## config.mk

```make
export PLATFORM = sky130hd
export DESIGN_NAME = r2n_buffer_o_flat
export DESIGN_NICKNAME = d
export VERILOG_FILES = /design/src/rtl/r2n_buffer_o_if.sv /design/src/rtl/r2n_buffer_o.sv /design/src/flat_wrapper.sv
export SDC_FILE = /design/constraint.sdc
export NUM_CORES = 1
export LEC_CHECK = 0
export CAP_MARGIN = 30
export CORE_AREA = 2 2 461 463
export CTS_BUF_LIST = sky130_fd_sc_hd__clkbuf_16
export CTS_CLUSTER_DIAMETER = 120
export DETAILED_ROUTE_END_ITERATION = 10
export DIE_AREA = 0 0 463 465
export SLEW_MARGIN = 15
export SYNTH_ARGS = -nofsm -noshare
export SYNTH_HDL_FRONTEND = slang
export SYNTH_MEMORY_MAX_BITS = 65536
export SYNTH_SLANG_ARGS = --single-unit
```

## constraint.sdc

```tcl
create_clock -name clk -period 27.3 [get_ports clk]
set_clock_uncertainty 0.15 [all_clocks]
set_input_delay 6.825 -clock clk [delete_from_list [all_inputs] [get_ports clk]]
set_output_delay 6.825 -clock clk [all_outputs]
set_load 0.005 [all_outputs]
```

## src/rtl/r2n_buffer_o_if.sv

```systemverilog
// Block-in / row-out handshake bundle for r2n_buffer_o.
// Optional out_last signal present only when R2N_LAST_EN is defined.
interface r2n_buffer_o_if #(
   parameter int unsigned WIDTH      = 16,
   parameter int unsigned ROW        = 256,
   parameter int unsigned COL        = 64,
   parameter int unsigned BLOCK_SIZE = 2,
   parameter int unsigned CHUNK_SIZE = 4
) ();
   localparam int unsigned IN_WIDTH = WIDTH * BLOCK_SIZE * CHUNK_SIZE;
   localparam int unsigned IDX_W    = (ROW > 1) ? $clog2(ROW) : 1;

   logic                   in_valid;
   logic                   in_ready;
   logic [IN_WIDTH-1:0]    in_block;
   logic                   out_valid;
   logic                   out_ready;
   logic [WIDTH*COL-1:0]   out_row;
   logic [IDX_W-1:0]       out_row_idx;
   logic                   band_done;
   logic                   frame_done;
`ifdef R2N_LAST_EN
   logic                   out_last;
`endif

   modport master (
      output in_valid, in_block, out_ready,
      input  in_ready, out_valid, out_row, out_row_idx, band_done, frame_done
`ifdef R2N_LAST_EN
      , input out_last
`endif
   );

   modport slave (
      input  in_valid, in_block, out_ready,
      output in_ready, out_valid, out_row, out_row_idx, band_done, frame_done
`ifdef R2N_LAST_EN
      , output out_last
`endif
   );
endinterface

```

## src/rtl/r2n_buffer_o.sv

```systemverilog
// Ready-to-normal output buffer: reassembles BLOCK_SIZE x CHUNK_SIZE blocks into
// row-major rows through two ping-pong band banks. Optional out_last via R2N_LAST_EN.
module r2n_buffer_o #(
   parameter int unsigned WIDTH      = 16,
   parameter int unsigned FRAC_WIDTH = 8,
   parameter int unsigned ROW        = 256,
   parameter int unsigned COL        = 64,
   parameter int unsigned BLOCK_SIZE = 2,
   parameter int unsigned CHUNK_SIZE = 4
) (
   input  logic           clk,
   input  logic           rst,
   r2n_buffer_o_if.slave  bus
);
   localparam int unsigned NGRP  = COL / CHUNK_SIZE;
   localparam int unsigned NBAND = ROW / BLOCK_SIZE;
   localparam int unsigned GW    = (NGRP > 1)       ? $clog2(NGRP)       : 1;
   localparam int unsigned BW    = (NBAND > 1)      ? $clog2(NBAND)      : 1;
   localparam int unsigned RW    = (BLOCK_SIZE > 1) ? $clog2(BLOCK_SIZE) : 1;
   localparam int unsigned CW    = (COL > 1)        ? $clog2(COL)        : 1;
   localparam int unsigned IDX_W = (ROW > 1)        ? $clog2(ROW)        : 1;

   if ((ROW % BLOCK_SIZE) != 0 || (COL % CHUNK_SIZE) != 0 || FRAC_WIDTH > WIDTH) begin : g_param_err
      $error("r2n_buffer_o: illegal parameter combination");
   end

   typedef enum logic [1:0] {BK_EMPTY, BK_FILLING, BK_FULL} bank_st_t;

   bank_st_t           bank_st [2];
   logic [WIDTH-1:0]   mem [2][BLOCK_SIZE][COL];
   logic               wb;
   logic               rb;
   logic [GW-1:0]      wgrp;
   logic [RW-1:0]      rrow;
   logic [BW-1:0]      rband;
   logic               band_done;
   logic               frame_done;

   logic [1:0]         full_c;
   logic               in_ready_c;
   logic               out_valid_c;
   logic               accept_c;
   logic               drain_c;
   logic               last_row_c;
   logic [WIDTH*COL-1:0] row_c;
   logic [IDX_W-1:0]   row_idx_c;

   assign full_c      = {bank_st[1] == BK_FULL, bank_st[0] == BK_FULL};
   assign in_ready_c  = !rst && !full_c[wb];
   assign out_valid_c = !rst && full_c[rb];
   assign accept_c    = bus.in_valid && in_ready_c;
   assign drain_c     = out_valid_c && bus.out_ready;
   assign last_row_c  = (rrow == RW'(BLOCK_SIZE - 1));
   assign row_idx_c   = IDX_W'(int'(rband) * BLOCK_SIZE + int'(rrow));

   // Bank fill/drain state, pointers and completion pulses.
   always_ff @(posedge clk) begin
      if (rst) begin
         for (int b = 0; b < 2; b++) bank_st[b] <= BK_EMPTY;
         wb         <= 1'b0;
         rb         <= 1'b0;
         wgrp       <= '0;
         rrow       <= '0;
         rband      <= '0;
         band_done  <= 1'b0;
         frame_done <= 1'b0;
      end else begin
         band_done  <= drain_c && last_row_c;
         frame_done <= drain_c && last_row_c && (rband == BW'(NBAND - 1));
         if (accept_c) begin
            if (wgrp == GW'(NGRP - 1)) begin
               bank_st[wb] <= BK_FULL;
               wb          <= ~wb;
               wgrp        <= '0;
            end else begin
               bank_st[wb] <= BK_FILLING;
               wgrp        <= wgrp + GW'(1);
            end
         end
         // Drain clears the other bank than any concurrent fill completes.
         if (drain_c) begin
            if (last_row_c) begin
               bank_st[rb] <= BK_EMPTY;
               rb          <= ~rb;
               rrow        <= '0;
               rband       <= (rband == BW'(NBAND - 1)) ? '0 : rband + BW'(1);
            end else begin
               rrow        <= rrow + RW'(1);
            end
         end
      end
   end

   // Block scatter into the write bank; contents need no reset.
   always_ff @(posedge clk) begin
      if (accept_c) begin
         for (int r = 0; r < BLOCK_SIZE; r++) begin
            for (int c = 0; c < CHUNK_SIZE; c++) begin
               mem[wb][RW'(r)][CW'(int'(wgrp) * CHUNK_SIZE + c)] <=
                  bus.in_block[(c * BLOCK_SIZE + r) * WIDTH +: WIDTH];
            end
         end
      end
   end

   // Row gather, column 0 at the MSB end.
   always_comb begin
      row_c = '0;
      for (int k = 0; k < COL; k++) begin
         row_c[WIDTH*COL-1-k*WIDTH -: WIDTH] = mem[rb][rrow][CW'(k)];
      end
   end

   assign bus.in_ready    = in_ready_c;
   assign bus.out_valid   = out_valid_c;
   assign bus.out_row     = row_c;
   assign bus.out_row_idx = row_idx_c;
   assign bus.band_done   = band_done;
   assign bus.frame_done  = frame_done;
`ifdef R2N_LAST_EN
   assign bus.out_last    = out_valid_c && (row_idx_c == IDX_W'(ROW - 1));
`endif
endmodule

```

## src/flat_wrapper.sv

```systemverilog
// flat-port wrapper written by rule: the top's interface ports become plain ports
module r2n_buffer_o_flat 
#(
   parameter int unsigned WIDTH      = 16,
   parameter int unsigned FRAC_WIDTH = 8,
   parameter int unsigned ROW        = 256,
   parameter int unsigned COL        = 64,
   parameter int unsigned BLOCK_SIZE = 2,
   parameter int unsigned CHUNK_SIZE = 4
)
  (clk, rst, bus_in_valid, bus_in_block, bus_out_ready, bus_in_ready, bus_out_valid, bus_out_row, bus_out_row_idx, bus_band_done, bus_frame_done);
  r2n_buffer_o_if #(.WIDTH(WIDTH), .ROW(ROW), .COL(COL), .BLOCK_SIZE(BLOCK_SIZE), .CHUNK_SIZE(CHUNK_SIZE)) bus_i ();
  input  logic clk;
  input  logic rst;
  input wire logic [$bits(bus_i.in_valid)-1:0] bus_in_valid;
  input wire logic [$bits(bus_i.in_block)-1:0] bus_in_block;
  input wire logic [$bits(bus_i.out_ready)-1:0] bus_out_ready;
  output wire logic [$bits(bus_i.in_ready)-1:0] bus_in_ready;
  output wire logic [$bits(bus_i.out_valid)-1:0] bus_out_valid;
  output wire logic [$bits(bus_i.out_row)-1:0] bus_out_row;
  output wire logic [$bits(bus_i.out_row_idx)-1:0] bus_out_row_idx;
  output wire logic [$bits(bus_i.band_done)-1:0] bus_band_done;
  output wire logic [$bits(bus_i.frame_done)-1:0] bus_frame_done;
  assign bus_i.in_valid = bus_in_valid;
  assign bus_i.in_block = bus_in_block;
  assign bus_i.out_ready = bus_out_ready;
  assign bus_in_ready = bus_i.in_ready;
  assign bus_out_valid = bus_i.out_valid;
  assign bus_out_row = bus_i.out_row;
  assign bus_out_row_idx = bus_i.out_row_idx;
  assign bus_band_done = bus_i.band_done;
  assign bus_frame_done = bus_i.frame_done;
  r2n_buffer_o #(.WIDTH(WIDTH), .FRAC_WIDTH(FRAC_WIDTH), .ROW(ROW), .COL(COL), .BLOCK_SIZE(BLOCK_SIZE), .CHUNK_SIZE(CHUNK_SIZE)) u_core (.clk(clk), .rst(rst), .bus(bus_i));
endmodule
```

## After elaboration in Yosys (flattened, before gate mapping)

Memories as Yosys holds them, arrays and structs flattened. A register that Yosys moved wholly into a read port is not among the register bits.
Cells that the tools add are included.

| word-level totals | value |
|---|---|
| word-level logic and storage cells | 6,245 |
| register bits after elaboration | 16 |
| output and inout port bits | 1,036 |
| memories kept | 2 |
| input port bits | 132 |
| bits in writable memories | 2,052 |

| cells by class | value |
|---|---|
| bitwise operators | 3,080 |
| add/sub/neg operators | 7 |
| order comparisons | 11 |
| reductions and logical operators | 16 |
| mux-type cells | 3,118 |
| equality and inequality tests | 4 |

Memory list:

| name | depth | bits a word | rd ports | clocked after memory_dff | wr ports | RTL line | text |
|---|---|---|---|---|---|---|---|
| u_core.mem | 2 | 1,024 | 1 | 1 | 1 | r2n_buffer_o.sv:30 | `logic [WIDTH-1:0] mem [2][BLOCK_SIZE][COL];` |
| u_core.bank_st | 2 | 2 | 2 | 0 | 2 | r2n_buffer_o.sv:29 | `bank_st_t bank_st [2];` |

Operator list:

| kind | count |
|---|---|
| 1024-bit 2-to-1 mux | 7 |
| 1-bit 2-to-1 mux | 3,098 |
| 1-bit bitwise OR | 3,073 |
| 16-bit demux with 6-bit select | 4 |
| 16-bit 2-to-1 mux | 4 |
| 7-bit >= comparator, second input constant | 4 |
| 7-bit by 1-bit less-than comparator with 1-bit output, second input constant | 4 |
| 6-bit NOT with 7-bit output | 4 |
| 6-bit by 2-bit adder with 6-bit output, second input constant | 2 |
| 1-bit logical AND | 10 |
| 8-bit by 1-bit adder with 8-bit output | 1 |
| 7-bit by 1-bit adder with 7-bit output, second input constant | 1 |
| 7-bit equality test, second input constant | 1 |
| 7-bit 2-to-1 mux | 1 |
| 6-bit by 1-bit adder with 6-bit output, second input constant | 1 |
| 2-bit 2-to-1 mux | 3 |
| 4-bit by 1-bit adder with 4-bit output, second input constant | 1 |
| 2-bit equality test, second input constant | 2 |
| 4-bit equality test, second input constant | 1 |
| 1-bit by 2-bit less-than comparator with 1-bit output, second input constant | 2 |
| 4-bit 2-to-1 mux | 1 |
| 2-bit AND reduction | 2 |
| 2-bit OR reduction | 2 |
| 2-bit >= comparator, second input constant | 1 |
| other kinds (4) | 6 |

## Longest topological paths before layout

An unclocked memory read counts as a cell.

| logic depth | value |
|---|---|
| word-level depth | 13 |
| depth in mapped cells | 7 |
| depth with buffers taken out | 5 |

## Worst setup path before layout

Ideal clock, no wire load.

| path | value |
|---|---|
| path type | input port to output port |
| start point | input port rst |
| end point | output port bus_in_ready |
| stages | 4 |
| slack | 12.700 ns |
| buffers on the path | 2 |
| arrival time | 7.625 ns |
| cell sequence | or3_1 buf_6 buf_1 inv_1 |

| on the way | value |
|---|---|
| word-level cells in the longest chain between the ends | 2 |

RTL lines:

| item | RTL line | text |
|---|---|---|
| start, declared | flat_wrapper.sv:14 | `input logic rst;` |
| 1-bit zero test | r2n_buffer_o.sv:49 | `assign in_ready_c = !rst && !full_c[wb];` |
| 1-bit logical AND | r2n_buffer_o.sv:49 |  |
| end, declared | flat_wrapper.sv:18 | `output wire logic [$bits(bus_i.in_ready)-1:0] bus_in_ready;` |

Every way passes these cells.

## Worst setup path after layout

Ends and elaborated chain as after synthesis.

==> impl_metrics.prom <==
# TYPE chip_impl_metric gauge
chip_impl_metric{name="netlist_area",unit="um2"} 46700
chip_impl_metric{name="placed_area",unit="um2"} 54000
chip_impl_metric{name="path_clk_slew",unit="ps"} 70
chip_impl_metric{name="pin_count_of_the_biggest_net_entering_global_routing",unit=""} 141
chip_impl_metric{name="timing.setup.tns",unit="ps"} 0
chip_impl_metric{name="worst_skew_pair.late_latency",unit="ps"} 770
chip_impl_metric{name="critPathMaxStageDelay",unit="ps"} 570
chip_impl_info{name="grt_setup_unrepaired",value="false"} 1
chip_impl_metric{name="ir_worst_vdd",unit="uV"} 56.5
chip_impl_metric{name="final.period_utilization",unit=""} 0.576
chip_impl_info{name="start_kind",value="input pin"} 1
chip_impl_info{name="synth.area.top_cells",value="sky130_fd_sc_hd__edfxtp_1 (66%), sky130_fd_sc_hd__mux2_2 (19%), sky130_fd_sc_hd__buf_4 (8.3%)"} 1
chip_impl_metric{name="tritoncts_num_sinks",unit=""} 1045
chip_impl_metric{name="die_width",unit="um"} 463
chip_impl_metric{name="setup_viol",unit=""} 0
chip_impl_info{name="holdCritStartpoint",value="u_core.rband[1]$_SDFFE_PP0P_"} 1
chip_impl_metric{name="final_critical_path_setup_slack",unit="ps"} 11560
chip_impl_metric{name="fp.dieArea",unit="um2"} 215000
chip_impl_metric{name="setup.reg_to_reg.worst_slack",unit="ps"} 22650
chip_impl_metric{name="fin_crit",unit="ps"} 15740
chip_impl_info{name="path_cells",value="clkdlybuf4s50_1 -> buf_4 -> or3_1 -> buf_4 -> inv_1 -> clkdlybuf4s50_1"} 1
chip_impl_metric{name="via_per_inst",unit=""} 3.90
chip_impl_metric{name="synth_unique_cells",unit=""} 44
chip_impl_info{name="hp-class",value="flip-flop to flip-flop"} 1
chip_impl_metric{name="dr.pass1.iters",unit=""} 5
chip_impl_metric{name="detailedRoute.firstIterationViolations",unit=""} 2064
chip_impl_metric{name="finalInstanceArea",unit="um2"} 57900
chip_impl_metric{name="grt_pass1_wl",unit="um"} 205000
chip_impl_info{name="buffer_type_at_the_clock_tree_root",value="sky130_fd_sc_hd__clkbuf_16"} 1
chip_impl_info{name="cpMaxStageDelayCell",value="sky130_fd_sc_hd__clkdlybuf4s50_1"} 1
chip_impl_metric{name="hold_viol_final",unit=""} 0
chip_impl_info{name="timing.rr.start",value="u_core.wb$_SDFFE_PP0P_"} 1
chip_impl_info{name="min_to",value="u_core.rband[1]$_SDFFE_PP0P_"} 1
chip_impl_metric{name="grt.overflow.total",unit=""} 0
chip_impl_metric{name="cts_hold_buf",unit=""} 0
chip_impl_info{name="main_synth_ff_type",value="sky130_fd_sc_hd__edfxtp_1"} 1
chip_impl_metric{name="hold-worst-slack",unit="ps"} 390
chip_impl_metric{name="final_net_count",unit=""} 3486
chip_impl_metric{name="globalplace.congestion",unit=""} 0.735
chip_impl_info{name="regToRegEndpoint",value="u_core.mem[0][1017]$_DFFE_PP_"} 1
chip_impl_info{name="worstSetupEndpointType",value="primary output"} 1
chip_impl_metric{name="cp.required",unit="ps"} 20330
chip_impl_metric{name="preCtsSetupSlack",unit="ps"} 11560
chip_impl_info{name="yosys.cell_count.top_type",value="sky130_fd_sc_hd__edfxtp_1"} 1
chip_impl_info{name="post-synth-top-area-cell",value="sky130_fd_sc_hd__edfxtp_1"} 1
chip_impl_metric{name="clock.fmax",unit="MHz"} 63.6
chip_impl_metric{name="yosys_synthesis_warning_count",unit=""} 0
chip_impl_metric{name="global_route_usage_over_all_layers",unit=""} 0.138
chip_impl_metric{name="core_area",unit="um2"} 211000
chip_impl_metric{name="path_max_fanout",unit=""} 22
chip_impl_metric{name="io_buffers",unit=""} 591
chip_impl_metric{name="cts_max_level",unit=""} 3
chip_impl_metric{name="cp.buffers_inverters",unit=""} 5
chip_impl_metric{name="worst-endpoint-arrival",unit="ps"} 8760
chip_impl_metric{name="tritoncts.num_buffers",unit=""} 117
chip_impl_metric{name="powerDensity",unit="nW/um2"} 60.0
chip_impl_metric{name="drive_gt1_frac",unit=""} 0.313
chip_impl_metric{name="routed-via-count",unit=""} 24500
chip_impl_metric{name="die_h",unit="um"} 465
chip_impl_metric{name="ff2ff_path_depth",unit=""} 7
chip_impl_metric{name="detailed_place_hpwl",unit="um"} 99400
chip_impl_metric{name="hold_depth",unit=""} 2
chip_impl_metric{name="floorplan.initialDensity",unit=""} 0.221
chip_impl_metric{name="vias_in_the_first_global_route",unit=""} 24100
chip_impl_metric{name="synthesis.area_per_instance",unit="um2"} 17.2
chip_impl_metric{name="antenna_violations_before_repair",unit=""} 27
chip_impl_metric{name="ctsResizeCount",unit=""} 0
chip_impl_metric{name="seq_area_frac_synth",unit=""} 0.668
chip_impl_metric{name="async_reset_ff_frac",unit=""} 0
chip_impl_metric{name="post_route_wl",unit="um"} 155000
chip_impl_metric{name="drv_slew",unit=""} 0
chip_impl_info{name="critPathTopFamily",value="buffers and inverters"} 1
chip_impl_metric{name="yosysTopAreaCellShare",unit=""} 0.659
chip_impl_info{name="cts_tree",value="yes"} 1
chip_impl_metric{name="maximum_buffer_depth_of_the_clock_tree",unit=""} 3
chip_impl_metric{name="yosys_register_bits",unit=""} 1045
chip_impl_metric{name="max_cap_check_violation_count",unit=""} 0
chip_impl_info{name="status",value="completed"} 1
chip_impl_metric{name="post_cts_buffers",unit=""} 0
chip_impl_metric{name="synthToLayoutAreaGrowth",unit="%"} 24.0
chip_impl_metric{name="drc_markers",unit=""} 0
chip_impl_metric{name="tightestPinTransition",unit="ps"} 1170
chip_impl_info{name="crit_type",value="input pin to primary output"} 1
chip_impl_metric{name="synth_enable_flop_cells",unit=""} 1024
chip_impl_metric{name="ios",unit=""} 1168
chip_impl_metric{name="final_antenna_net_count",unit=""} 0
chip_impl_metric{name="wl_per_cell",unit="um"} 24.8
chip_impl_metric{name="placement_rows",unit=""} 169
chip_impl_metric{name="leakagePower",unit="nW"} 19.2
chip_impl_metric{name="timing.max_slew.rel_slack",unit=""} 0.219
chip_impl_metric{name="synthCells",unit=""} 2711
chip_impl_info{name="leading_cell_types_by_count_after_synthesis",value="sky130_fd_sc_hd__edfxtp_1 (1024), sky130_fd_sc_hd__mux2_2 (794), sky130_fd_sc_hd__buf_4 (517)"} 1
-- layer usage --
metal | global-route usage | routed length, um | vias to the layer above
met1 | 0.166 | 61800 | 12700
li1 | - | - | 10500
met3 | 0.0402 | 12500 | 186
met4 | 0.0353 | 3400 | 4
met2 | 0.240 | 77800 | 1104
met5 | 0 | 23 | -
-- worst max path at each step --
stage,from,to,slack (ps),cells after the start
2_1_floorplan,rst,bus_in_ready,12700,4
3_3_place_gp,rst,bus_in_ready,11530,6
3_5_place_dp,rst,bus_in_ready,11560,6
4_1_cts,rst,bus_in_ready,11550,6
5_1_grt,rst,bus_in_ready,11460,6
6_report,rst,bus_in_ready,11560,6
-- metrics by stage --
stage / utilization / total power [mW] / instances
after floorplan: - / 1.93 / 3222
after global placement: 0.256 / 1.96 / 6043
after detailed placement: 0.256 / 1.97 / 6048
after CTS: 0.274 / 3.52 / 6267
after global routing: 0.274 / 3.58 / 6270
final: 0.275 / 3.47 / 6278
-- report_power, final --
part,total (mW),internal [mW],switching [mW]
combinational,0.157,0.0525,0.104
sequential,1.77,1.77,0.00207
clock,1.54,0.862,0.679
total,3.47,2.69,0.786
-- worst reg2reg max path, stage by stage (launching register included) --
cell and delay, ps:
sky130_fd_sc_hd__dfxtp_1 770, sky130_fd_sc_hd__nor3b_1 240, sky130_fd_sc_hd__or3_1 360, sky130_fd_sc_hd__buf_4 260
sky130_fd_sc_hd__nor4_4 280, sky130_fd_sc_hd__buf_4 650, sky130_fd_sc_hd__and2_4 750, sky130_fd_sc_hd__buf_4 740
-- kinds of logic after synthesis --
logic type      synth area share
simple gates              0.0108
flops                      0.668
buf+inv                   0.0993
other cells            0.0000803
xor+xnor                 0.00131
compound gates           0.00279
mux                        0.217
fa+ha+maj                0.00134
-- flip-flops by register name, summed over array words and instances, names as in the netlist, named ones only --
signal                 cells
u_core.bank_st             4
u_core.bus.band_done       1
u_core.bus.frame_done      1
u_core.last_row_c          1
u_core.mem              1024
u_core.rb                  1
u_core.rband               7
u_core.wb                  1
u_core.wgrp                4
-- placed cells by master (no fill, tap or decap), drive strengths merged, types with 13 or more instances in the layout --
master and n:
buf 85, clkbuf 122, clkdlybuf4s50 574, clkinv 46, conb 512, dfxtp 21, edfxtp 1024, inv 45
mux2 896, nor2 13, nor4 13
-- cell type report --
| type | count | area, um2 |
|---|---|---|
| timing repair buffer | 659 | 6460 |
| tap | 2821 | 3530 |
| multi-input combinational | 1520 | 12900 |
| fill | 21300 | 153000 |
| sequential | 1045 | 31200 |
| inverter | 6 | 22.5 |
| antenna | 8 | 20.0 |
| clock inverter | 97 | 724 |
| clock buffer | 122 | 3050 |
No activity file was read; power rests on OpenSTA's default activity.
